**config.mk**
```make
export PLATFORM = sky130hd
export DESIGN_NAME = systolic_array_ctrl
export DESIGN_NICKNAME = d
export VERILOG_FILES = /design/src/rtl/systolic_array_ctrl.sv
export SDC_FILE = /design/constraint.sdc
export NUM_CORES = 1
export LEC_CHECK = 0
export CAP_MARGIN = 5
export CORE_AREA = 10 10 93 95
export CTS_CLUSTER_SIZE = 14
export DETAILED_ROUTE_END_ITERATION = 10
export DIE_AREA = 0 0 103 105
export PLACE_DENSITY_LB_ADDON = 0.12
export SLEW_MARGIN = 20
export SYNTH_ARGS = -nofsm -noshare
export SYNTH_HDL_FRONTEND = slang
export SYNTH_SLANG_ARGS = --single-unit
```
**constraint.sdc**
```tcl
create_clock -name clk -period 4.4 [get_ports clk]
set_input_delay 1.32 -clock clk [delete_from_list [all_inputs] [get_ports clk]]
set_output_delay 1.32 -clock clk [all_outputs]
set_load 0.005 [all_outputs]
```
**src/rtl/systolic_array_ctrl.sv**
```systemverilog
// Sequencer for the 8x8 weight-stationary systolic array: weight load, vector stepping, result read-out.
// Latency: ROWS load cycles + LAT fill steps, then 3 cycles per result vector (STEP, RD_LO, RD_HI).
// Backpressure: a low out_ready holds RD_LO/RD_HI with the array frozen (enable_cycle=0).
//
// Ports:
//   clk, rst                 clock, asynchronous active-high reset
//   start, num_vectors       tile launch pulse and vector count (sampled in IDLE)
//   abort                    synchronous return to IDLE, no done
//   busy, done               tile in progress / 1-cycle completion pulse
//   w_rd_en, w_rd_addr       weight buffer read port (rows issued last-first)
//   pix_rd_en, pix_rd_addr   pixel buffer read port (low enable feeds zeros)
//   enable_cycle, load_W     array step enable and weight-load mode
//   output_group_sel         array output mux: 0 = cols 0-3, 1 = cols 4-7
//   res_valid, res_half,     half-result stream towards the consumer
//   res_index, out_ready
module systolic_array_ctrl #(
  parameter int ROWS      = 8,
  parameter int COLS      = 8,
  parameter int CNT_WIDTH = 16,
  parameter int LAT       = ROWS + COLS - 2
) (
  input  logic                          clk,
  input  logic                          rst,
  input  logic                          start,
  input  logic [CNT_WIDTH-1:0]          num_vectors,
  input  logic                          abort,
  output logic                          busy,
  output logic                          done,
  output logic                          w_rd_en,
  output logic [$clog2(ROWS)-1:0]       w_rd_addr,
  output logic                          pix_rd_en,
  output logic [CNT_WIDTH-1:0]          pix_rd_addr,
  output logic                          enable_cycle,
  output logic                          load_W,
  output logic                          output_group_sel,
  output logic                          res_valid,
  output logic                          res_half,
  output logic [CNT_WIDTH-1:0]          res_index,
  input  logic                          out_ready
);

  localparam int KW = $clog2(ROWS);

  localparam logic [2:0] S_IDLE  = 3'd0;
  localparam logic [2:0] S_LOAD  = 3'd1;
  localparam logic [2:0] S_STEP  = 3'd2;
  localparam logic [2:0] S_RD_LO = 3'd3;
  localparam logic [2:0] S_RD_HI = 3'd4;
  localparam logic [2:0] S_DONE  = 3'd5;

  localparam logic [CNT_WIDTH-1:0] LAT_C  = CNT_WIDTH'(LAT);
  // Largest N for which N + LAT still fits the step counter.
  localparam logic [CNT_WIDTH-1:0] N_MAX  = {CNT_WIDTH{1'b1}} - LAT_C;
  localparam logic [KW-1:0]        K_LAST = KW'(ROWS - 1);

  logic [2:0]           state;
  logic [CNT_WIDTH-1:0] s;      // step counter, 0..S-1
  logic [CNT_WIDTH-1:0] n;      // latched vector count
  logic [KW-1:0]        k;      // weight row counter

  logic [CNT_WIDTH-1:0] n_sat;
  logic [CNT_WIDTH-1:0] s_total;
  logic [CNT_WIDTH-1:0] s_inc;

  assign n_sat   = (num_vectors > N_MAX) ? N_MAX : num_vectors;
  assign s_total = n + LAT_C;
  assign s_inc   = s + 1'b1;

  always_ff @(posedge clk or posedge rst) begin
    if (rst) begin
      state <= S_IDLE;
      s     <= '0;
      n     <= '0;
      k     <= '0;
    end else if (abort) begin
      // Abort wins over everything, including a start seen in IDLE.
      state <= S_IDLE;
      s     <= '0;
      k     <= '0;
    end else begin
      case (state)
        S_IDLE: begin
          if (start) begin
            n     <= n_sat;
            s     <= '0;
            k     <= '0;
            state <= (num_vectors == '0) ? S_DONE : S_LOAD;
          end
        end
        S_LOAD: begin
          if (k == K_LAST) begin
            k     <= '0;
            state <= S_STEP;
          end else begin
            k <= k + 1'b1;
          end
        end
        S_STEP: begin
          // Once the pipeline is full, every step is followed by a two-half read
          // of the result that step pushed out; s advances only after the read.
          if (s >= LAT_C) begin
            state <= S_RD_LO;
          end else begin
            s     <= s_inc;
            state <= (s_inc == s_total) ? S_DONE : S_STEP;
          end
        end
        S_RD_LO: begin
          if (out_ready) state <= S_RD_HI;
        end
        S_RD_HI: begin
          if (out_ready) begin
            s     <= s_inc;
            state <= (s_inc == s_total) ? S_DONE : S_STEP;
          end
        end
        S_DONE:  state <= S_IDLE;
        default: state <= S_IDLE;
      endcase
    end
  end

  // All outputs decode from state and counters only; none depends on out_ready.
  assign busy             = (state == S_LOAD) || (state == S_STEP) ||
                            (state == S_RD_LO) || (state == S_RD_HI);
  assign done             = (state == S_DONE);
  assign load_W           = (state == S_LOAD);
  assign w_rd_en          = (state == S_LOAD);
  assign w_rd_addr        = (state == S_LOAD) ? (K_LAST - k) : '0;
  assign enable_cycle     = (state == S_LOAD) || (state == S_STEP);
  assign pix_rd_en        = (state == S_STEP) && (s < n);
  assign pix_rd_addr      = pix_rd_en ? s : '0;
  assign res_valid        = (state == S_RD_LO) || (state == S_RD_HI);
  assign output_group_sel = (state == S_RD_HI);
  assign res_half         = (state == S_RD_HI);
  assign res_index        = res_valid ? (s - LAT_C) : '0;

endmodule

```
==> flow_summary.json <==
{
  "min_path_type": "flip-flop to flip-flop",
  "nets": 546,
  "max-cap-violations": 0,
  "fp.coreArea_sq_um": 6760,
  "hp-start": "n[12]",
  "htree_levels": 2,
  "fin_crit_ps": 4260,
  "ioPinCount": 65,
  "die_h_um": 105,
  "hold_viol": 0,
  "tns_ps": 0,
  "synth_nets": 486,
  "synthFlopType": "dfrtp_1",
  "root_buffer": "clkbuf_8",
  "timing.reg2reg.setup_slack_ps": 1310,
  "crit_type": "flip-flop to primary output",
  "synth-async-reset-ratio_pct": 100,
  "die-area_sq_um": 10800,
  "drtIter0Drc": 188,
  "hold_path_depth": 1,
  "vias_per_cell": 5.92,
  "r2r_start": "s[1]",
  "fin_ws_ps": 136,
  "clkSlewWorstSetupHoldPaths_ps": 70,
  "tightestPinTransition_ps": 878,
  "final_cell_mix": "54 x clkdlybuf4s50_1, 46 x nor2_1, 37 x nand2_1, 37 x dfrtp_1, 30 x xnor2_1",
  "die_width_um": 103,
  "slew_headroom_pct": 41.4,
  "antenna_cells": 0,
  "crit_fanout": 17,
  "leakage_nw": 2.13,
  "grt_max_degree": 23,
  "critPathArrivalTime_ps": 2940,
  "rows": 30,
  "synth_warnings": 0,
  "drc_errors": 0,
  "grt_pass1_wl_um": 15400,
  "wl_per_cell_um": 16.8,
  "place_hpwl_um": 7720,
  "start_util_pct": 53.5,
  "antenna_found_initial": 0,
  "syn2layout_area_growth_pct": 23.9,
  "place_worst_setup_slack_ps": 358,
  "wl_um": 9820,
  "rr_worst_depth": 10,
  "clock_skew_ps": 5.16,
  "grtUsageTotal_pct": 17.4,
  "p_per_area_nw_per_um2": 214,
  "grt_pass1_vias": 3169,
  "outcome": "finished clean",
  "reg2reg_to": "state[2]",
  "ys_seq_area_share_pct": 26.3,
  "gp_congestion": 0.917,
  "synth.avg_cell_area_sq_um": 8.15,
  "drive_gt1_share_pct": 11.1,
  "power_uw": 958,
  "clkSinkCount": 38,
  "fmax_mhz": 235,
  "drv_slew": 0,
  "cts_buffer_depth": 2,
  "finalCritPeriodShare_pct": 96.9,
  "ys_types": 63,
  "final_common_cell": "clkdlybuf4s50_1",
  "drt-pass1-iter-count": 5,
  "synth_edf_count": 0,
  "syn_inst": 443,
  "cts_tree": "done",
  "dr_total_vias": 3460,
  "numPortBuffers": 64,
  "critPathCaptureType": "primary output",
  "antenna_left": 0,
  "cts_buffers": 5,
  "finalSetupViolations": 0,
  "ir_drop_v": 0.000153,
  "gr-total-overflow": 0,
  "crit_required_ps": 3080,
  "start_kind": "flip-flop",
  "ys_ff_latch": 38,
  "netlist_area_sq_um": 3610,
  "hold_end": "n[12]",
  "clk_latency_ps": 300
}
==> routing by layer <==
metal  GRT usage (%)  share of wire, %  up-vias
met5               0                 0        -
met4            5.27               1.3        0
met3            3.43               7.0       11
met2            27.5                45      142
met1            23.1                47     1608
li1                -                 -     1699
==> cells in the mapped netlist, types with 3 or more instances <==
library cell	n	area (sq um)
nor2b_1	6	37.5
nand3_1	11	55.1
a22o_1	3	26.3
nand2_1	37	139
ha_1	22	275
mux2_2	12	135
nand3b_1	3	22.5
inv_1	25	93.8
xnor2_1	30	263
and3_1	4	25.0
and4_1	3	26.3
buf_2	8	40.0
dfrtp_1	38	951
or3_1	3	18.8
nor2_1	46	173
a21oi_1	29	145
nand4_1	10	62.6
o31ai_1	9	67.6
buf_4	3	22.5
a22oi_1	3	22.5
o21ai_0	21	105
nor3_1	12	60.1
nor4_1	13	81.3
o21ai_1	9	45.0
a21o_1	5	37.5
xor2_1	10	87.6
xnor3_1	4	90.1
o21a_1	4	30.0
clkbuf_1	16	60.1
==> state kept, by name, summed over array words and instances, names as in the netlist <==
register and cells:
k 3, n 16, s 16, state 3
==> metrics by stage <==
stage	hold WS, ps	utilization [%]	area (sq um)	cells
2_1_floorplan	496	-	3610	443
5_1_grt	554	66.3	4480	584
6_report	539	66.3	4480	584
4_1_cts	546	65.5	4430	582
3_3_place_gp	524	64.2	4340	574
3_5_place_dp	530	64.2	4340	574
==> power breakdown <==
group | switching (mW) | internal [mW]
combinational | 0.139 | 0.143
sequential | 0.0419 | 0.379
clock | 0.130 | 0.126
total | 0.310 | 0.648
==> logic make-up (layout without fill, tap and decap cells) <==
group	after synthesis	after routing	share of synthesized area (%)
mux	13	13	4.02
compound gates	101	101	17.7
fa+ha+maj	22	22	7.62
xor+xnor	44	44	12.2
flops	38	38	26.3
buf+inv	55	116	6.72
simple gates	170	170	25.5
==> worst max path at each step <==
stage	from	to
final	n[1]	pix_rd_addr[0]
after detailed placement	n[1]	pix_rd_en
after CTS	n[1]	pix_rd_en
after global placement	n[1]	pix_rd_en
after global routing	n[1]	pix_rd_addr[3]
after floorplan	n[13]	pix_rd_addr[11]
==> critical path: stages, from the launching register on <==
cell and delay, ps:
dfrtp_2 420, inv_1 90, ha_1 230, nor2b_1 130, o21a_1 160, o21a_1 170, o21a_1 170, o21a_1 160
o2111ai_1 160, nand3_1 100, buf_6 160, a21oi_1 150, clkdlybuf4s50_1 520
==> what timing repair did <==
| action | in CTS | in global routing |
|---|---|---|
| hold buffers | 0 | 0 |
| setup endpoints to repair | 0 | 17 |
| hold endpoints to repair | 0 | 0 |
| setup buffers | 0 | 2 |
| gates resized for setup | 0 | 12 |
==> cell type report <==
type | count | area (sq um)
sequential | 38 | 952
tap | 80 | 100
clock inverter | 1 | 5.00
inverter | 25 | 93.8
timing repair buffer | 83 | 812
multi-input combinational | 350 | 2430
clock buffer | 7 | 86.3
fill | 571 | 2280
Power figures use the tool's default switching activity.
